[config.mk]
export PLATFORM = sky130hd
export DESIGN_NAME = fft_frame_serializer_flat
export DESIGN_NICKNAME = d
export VERILOG_FILES = /design/src/rtl/fft_pkg.sv /design/src/rtl/fft_frame_serializer_if.sv /design/src/rtl/fft_frame_bank.sv /design/src/rtl/fft_frame_serializer.sv /design/src/flat_wrapper.sv
export SDC_FILE = /design/constraint.sdc
export NUM_CORES = 2
export LEC_CHECK = 0
export ABC_AREA = 0
export CORE_ASPECT_RATIO = 0.75
export CORE_MARGIN = 2
export CORE_UTILIZATION = 34
export DETAILED_ROUTE_END_ITERATION = 10
export PLACE_DENSITY = 0.63
export SETUP_SLACK_MARGIN = 0.1
export SLEW_MARGIN = 5
export SYNTH_ARGS = -nofsm -noshare
export SYNTH_HDL_FRONTEND = slang
export SYNTH_SLANG_ARGS = --single-unit
export TNS_END_PERCENT = 1
[constraint.sdc]
create_clock -name CLK -period 51.3 [get_ports CLK]
set_input_delay 5.13 -clock CLK [delete_from_list [all_inputs] [get_ports CLK]]
set_output_delay 5.13 -clock CLK [all_outputs]
set_load 0.01 [all_outputs]
[src/rtl/fft_pkg.sv]
// Shared constants and helpers for the 32-point FFT datapath.
// Provides point count, index width, word widths and bit reversal.
package fft_pkg;

    localparam int P_POINTS    = 32;
    localparam int P_LOG2      = 5;
    localparam int P_REAL_BITS = 15;
    localparam int P_WORD_BITS = 2 * P_REAL_BITS;

    function automatic logic [P_LOG2-1:0] bitrev5(
        input logic [P_LOG2-1:0] k
    );
        return {k[0], k[1], k[2], k[3], k[4]};
    endfunction

endpackage

[src/rtl/fft_frame_serializer_if.sv]
// Frame-in / word-out handshake bundle of the FFT output serializer.
// master: upstream/downstream side; slave: the serializer itself.
interface fft_frame_serializer_if
    import fft_pkg::*;
#(
    parameter int p_wordBits = P_WORD_BITS
);

    logic                           i_valid;
    logic                           o_ready;
    logic [P_POINTS*p_wordBits-1:0] i_frame;
    logic                           o_valid;
    logic                           i_ready;
    logic [p_wordBits-1:0]          o_data;
    logic [P_LOG2-1:0]              o_index;
    logic                           o_last;
    logic                           o_overflow;

    modport master (
        output i_valid, i_frame, i_ready,
        input  o_ready, o_valid, o_data, o_index, o_last, o_overflow
    );

    modport slave (
        input  i_valid, i_frame, i_ready,
        output o_ready, o_valid, o_data, o_index, o_last, o_overflow
    );

endinterface

[src/rtl/fft_frame_bank.sv]
// One 32-word frame buffer: all lanes written at once, indexed comb read.
// Ports: CLK, we (write all lanes), wdata (32 packed words), raddr, rdata.
module fft_frame_bank
    import fft_pkg::*;
#(
    parameter int p_wordBits = P_WORD_BITS
) (
    input  logic                           CLK,
    input  logic                           we,
    input  logic [P_POINTS*p_wordBits-1:0] wdata,
    input  logic [P_LOG2-1:0]              raddr,
    output logic [p_wordBits-1:0]          rdata
);

    logic [p_wordBits-1:0] mem [P_POINTS];

    // Data storage only; contents are qualified by the frame count upstream.
    always_ff @(posedge CLK) begin
        if (we) begin
            for (int k = 0; k < P_POINTS; k++) begin
                mem[k] <= wdata[k*p_wordBits +: p_wordBits];
            end
        end
    end

    assign rdata = mem[raddr];

endmodule

[src/rtl/fft_frame_serializer.sv]
// Double-buffered FFT frame capture streaming one complex word per cycle.
// Ports: CLK, RST (async active-low), bus (slave handshake bundle).
module fft_frame_serializer
    import fft_pkg::*;
#(
    parameter int p_realBits   = P_REAL_BITS,
    parameter int p_wordBits   = 2 * p_realBits,
    parameter bit p_bitReverse = 1'b1
) (
    input  logic                  CLK,
    input  logic                  RST,
    fft_frame_serializer_if.slave bus
);

    localparam logic [P_LOG2-1:0] LAST_IDX = P_LOG2'(P_POINTS - 1);

    logic                  wr_ptr;
    logic                  rd_ptr;
    logic [1:0]            cnt;
    logic [P_LOG2-1:0]     idx;
    logic                  overflow;

    logic                  ready;
    logic                  valid;
    logic                  accept;
    logic                  drain;
    logic                  final_drain;
    logic [P_LOG2-1:0]     raddr;
    logic [p_wordBits-1:0] rdata0;
    logic [p_wordBits-1:0] rdata1;

    // Ready depends only on registered count: no ready-through on drain.
    assign ready       = (cnt < 2'd2);
    assign valid       = (cnt != 2'd0);
    assign accept      = bus.i_valid && ready;
    assign drain       = valid && bus.i_ready;
    assign final_drain = drain && (idx == LAST_IDX);

    always_ff @(posedge CLK or negedge RST) begin
        if (!RST) begin
            wr_ptr   <= 1'b0;
            rd_ptr   <= 1'b0;
            cnt      <= 2'd0;
            idx      <= '0;
            overflow <= 1'b0;
        end else begin
            if (accept) begin
                wr_ptr <= ~wr_ptr;
            end
            if (drain) begin
                idx <= idx + 1'b1;
            end
            if (final_drain) begin
                rd_ptr <= ~rd_ptr;
            end
            if (accept && !final_drain) begin
                cnt <= cnt + 2'd1;
            end else if (!accept && final_drain) begin
                cnt <= cnt - 2'd1;
            end
            if (bus.i_valid && !ready) begin
                overflow <= 1'b1;
            end
        end
    end

    assign raddr = p_bitReverse ? bitrev5(idx) : idx;

    fft_frame_bank #(
        .p_wordBits (p_wordBits)
    ) u_bank0 (
        .CLK   (CLK),
        .we    (accept && !wr_ptr),
        .wdata (bus.i_frame),
        .raddr (raddr),
        .rdata (rdata0)
    );

    fft_frame_bank #(
        .p_wordBits (p_wordBits)
    ) u_bank1 (
        .CLK   (CLK),
        .we    (accept && wr_ptr),
        .wdata (bus.i_frame),
        .raddr (raddr),
        .rdata (rdata1)
    );

    assign bus.o_ready    = ready;
    assign bus.o_valid    = valid;
    assign bus.o_data     = valid ? (rd_ptr ? rdata1 : rdata0) : '0;
    assign bus.o_index    = idx;
    assign bus.o_last     = valid && (idx == LAST_IDX);
    assign bus.o_overflow = overflow;

endmodule

[src/flat_wrapper.sv]
// flat-port wrapper written by rule: the top's interface ports become plain ports
module fft_frame_serializer_flat import fft_pkg::*;
#(
    parameter int p_realBits   = P_REAL_BITS,
    parameter int p_wordBits   = 2 * p_realBits,
    parameter bit p_bitReverse = 1'b1
)
  (CLK, RST, bus_i_valid, bus_i_frame, bus_i_ready, bus_o_ready, bus_o_valid, bus_o_data, bus_o_index, bus_o_last, bus_o_overflow);
  fft_frame_serializer_if #(.p_wordBits(p_wordBits)) bus_i ();
  input  logic CLK;
  input  logic RST;
  input wire logic [$bits(bus_i.i_valid)-1:0] bus_i_valid;
  input wire logic [$bits(bus_i.i_frame)-1:0] bus_i_frame;
  input wire logic [$bits(bus_i.i_ready)-1:0] bus_i_ready;
  output wire logic [$bits(bus_i.o_ready)-1:0] bus_o_ready;
  output wire logic [$bits(bus_i.o_valid)-1:0] bus_o_valid;
  output wire logic [$bits(bus_i.o_data)-1:0] bus_o_data;
  output wire logic [$bits(bus_i.o_index)-1:0] bus_o_index;
  output wire logic [$bits(bus_i.o_last)-1:0] bus_o_last;
  output wire logic [$bits(bus_i.o_overflow)-1:0] bus_o_overflow;
  assign bus_i.i_valid = bus_i_valid;
  assign bus_i.i_frame = bus_i_frame;
  assign bus_i.i_ready = bus_i_ready;
  assign bus_o_ready = bus_i.o_ready;
  assign bus_o_valid = bus_i.o_valid;
  assign bus_o_data = bus_i.o_data;
  assign bus_o_index = bus_i.o_index;
  assign bus_o_last = bus_i.o_last;
  assign bus_o_overflow = bus_i.o_overflow;
  fft_frame_serializer #(.p_realBits(p_realBits), .p_wordBits(p_wordBits), .p_bitReverse(p_bitReverse)) u_core (.CLK(CLK), .RST(RST), .bus(bus_i));
endmodule
==> metrics <==
clock buffer count from CTS=around 200; slowest library cell on the worst path=dfrtp_4; share of layout cells above drive strength 1=16.4%; unique cell type count in the Yosys netlist=36; vias per cell=between 5 and 6; DRC viols=0; clock sink count=1930; Worst-Margin Slew=about 1.2 ns; Syn-to-layout area delta=26.7%; Yosys top cell area share=78.6%; Most common cell on crit path=buf_4; Sequential Power Share=43.0%; fin nets=roughly 5300; Comb pwr share=about 29%; first-pass GRT wire length=between 300000 and 400000 um; clock latency on the worst-skew pair=slightly above 0.8 ns; gpl congestion=around 0.83; Pre-antenna DRT Iters=6; postcts setup bufs=0; Starting DRT DRC Count=roughly 4100; register bit total from synthesis=around 1900; Avg Inst Size Synth=roughly 23 um2; die height=slightly above 400 um; Slew HR=between 20% and 30%; Top delay family on crit path=buffers and inverters; unrepaired setup endpoints after global routing=false; Synth Net Count=4221; outcome=completed; Worst Path Arrival=between 5 and 6 ns; PortBufs=approximately 1000; met2 Resource Use GR=34.9%; met3 usage=approximately 5.4%; Die X=approximately 540 um; Net Sw Frac=31.2%; die area=~220000 um2; vias in the first global route=39200; post-DP HPWL=~160000 um; Int Pwr=roughly 3.4 mW; CTS Hold Bufs=0; Core Area=214000 um2; Total Power=around 5 mW; Via Count=between 30000 and 40000; Yosys warnings=0; htree depth=4; Most Crowded Layer GR=met2; pwr dens=53.9 nW/um2; Tot GR Track Use=about a fifth; max incr delay on CP=0.85 ns; I/O Pins=roughly 1000; hold crit path type=register to register; Seq/Total Area, Yosys=78.9%; CTS tree=done; global route overflow=0; Fin. Hold Viols=0; post-route minimum period=roughly 11 ns; final setup fails=0; largest net degree at the start of global routing=between 150 and 200; worst path bufs/invs=3; GR Util met1=roughly 23%; routed length per instance=30.5 um; ANT nets after route=0; LEAKAGE=between 20 and 30 nW; Worst VDD drop=roughly 41 uV; initial antenna violation count=between 100 and 150; crit end category=output pin; CP required=about 46 ns; Max Transition Viols Final=0; critical path cell sequence=buf_4 > buf_4 > mux4_2 > a22o_1 > a211oi_1 > a21oi_1 > a32o_1 > clkdlybuf4s50_1; CTS root buf=clkbuf_16; max_cap viols=0; fin crit share=a little over a fifth; crit path launch type=register; power share of the clock group=between 20% and 30%; top cells by area, synth=edfxtp_1 (79%), mux4_2 (11%), mux2i_1 (4.1%); Max FO, Critical Path=44; clk_skew=around 0.041 ns; Crit Path Class=register to output pin; Setup TNS Final=0 ns; Detailed Route WL=about 220000 um; Post-Synthesis Cells=about 3300; synthesized area=around 73000 um2; Reg clk slew, reported paths=0.06 ns; Max Fclk=between 0.09 and 0.1 GHz; Initial Utilization=about 34%; site row count=147; Max Buffers Root-to-Sink=4; CTS-repair resized insts=0; switching power=between 1.5 and 2 mW; Synth area leader=edfxtp_1
[worst reg2reg max path, stage by stage (launching register included)]
cell and delay (ns):
dfrtp_1 0.41, nor2b_1 0.30, nor2b_4 0.30, buf_4 0.79, buf_4 0.88, buf_4 0.92
buf_4 0.95
[state kept, by name, indices dropped and copies added (netlist names)]
register and flops:
u_core.u_bank1.mem 960, u_core.cnt 2, u_core.rd_ptr 1, u_core.u_bank0.mem 960
u_core.wr_ptr 1, u_core.bus.o_overflow 1, u_core.bus.o_index 5
[stage by stage]
stage               util (%)  area [um2]  hold slack, ns  std cells  worst slack, ns
floorplan                  -       73400           0.455       3254             1.65
global placement        40.4       86600           0.446       6959            41.05
detailed placement      40.4       86600           0.447       6959            41.00
CTS                     43.3       92800           0.461       7308            40.04
global route            43.4       92900           0.490       7342            40.05
finish                  43.4       93000           0.457       7362            40.36
[placed cells by master, fill, tap and decap left out, types with 12 or more instances in the layout]
master              n
diode_2            54
clkinv_2           41
clkbuf_1           34
o21ai_0            58
a22o_1             29
edfxtp_1         1920
o22ai_1            60
clkdlybuf4s50_1  1002
nand2_1            12
o221ai_1           59
a211oi_1           80
clkbuf_16         199
a21oi_1            60
a32o_1             30
mux2i_1           299
clkinv_1           31
mux4_2            359
a22oi_1            30
bufinv_16          18
buf_4              58
[power by group through the flow]
| stage | logic [mW] | registers [mW] | clock network [mW] |
|---|---|---|---|
| final | 1.45 | 2.15 | 1.41 |
| after global routing | 1.53 | 2.17 | 1.49 |
| after CTS | 1.50 | 2.15 | 1.44 |
| after detailed placement | 1.49 | 2.19 | 0 |
| after global placement | 1.48 | 2.18 | 0 |
| after floorplan | 0.840 | 2.58 | 0 |
[logic make-up (layout without fill, tap and decap cells)]
logic type | after synthesis | in the layout | share of synthesized area [%]
AOI/OAI and AO/OA | 419 | 419 | 4.03
xor gates and xnor gates | 8 | 8 | 0.0955
muxes | 659 | 659 | 15.1
buffers and inverters | 198 | 1421 | 1.49
adders and majority gates | 3 | 3 | 0.0512
and+or+nand+nor | 37 | 37 | 0.249
other | 0 | 54 | 0
DFF | 1930 | 1930 | 78.9
[worst paths after layout]
check	from	to	slack, ns	depth (start not counted)
min in group asynchronous	RST	u_core.rd_ptr	4.66	1
worst min-delay path	u_core.bus.o_overflow	u_core.bus.o_overflow	0.46	1
worst max-delay path	u_core.bus.o_index[4]	bus_o_data[17]	40.36	8
max in group asynchronous	RST	u_core.bus.o_index[3]	46.25	1
worst min register to register	u_core.bus.o_overflow	u_core.bus.o_overflow	0.46	1
worst max register to register	u_core.cnt[1]	u_core.u_bank0.mem[16][0]	46.28	6
[cell type report]
type | count | area, um2
clock buffers | 233 | 5110
multi-input cells | 1126 | 14500
fillers | 18300 | 121000
clock inverters | 116 | 1120
inverters | 2 | 7.51
repair buffers | 1070 | 10700
well taps | 2831 | 3540
flip-flops and latches | 1930 | 57900
diodes | 54 | 135
[cells in the mapped netlist (all sizes together)]
cell type / count
o221ai: 59
xnor2: 5
nand2b: 1
nand4: 2
dfrtp: 10
and2: 1
a21oi: 60
nor2: 7
a21boi: 1
xor2: 3
nand2: 12
nand3b: 2
nor2b: 8
nand3: 3
a21o: 1
mux2i: 299
a22o: 29
edfxtp: 1920
inv: 2
and3: 1
a32o: 30
buf: 112
o22ai: 60
mux4: 360
a211oi: 89
a22oi: 30
ha: 3
o211ai: 1
clkbuf: 84
o21ai: 59
[routing by layer]
| layer | wire (um) | share of wire (%) |
|---|---|---|
| met1 | 81200 | 36 |
| met2 | 116000 | 52 |
| met3 | 17300 | 7.7 |
| met4 | 9160 | 4.1 |
| met5 | 732 | 0.33 |
No activity file was read; power rests on OpenSTA's default activity.
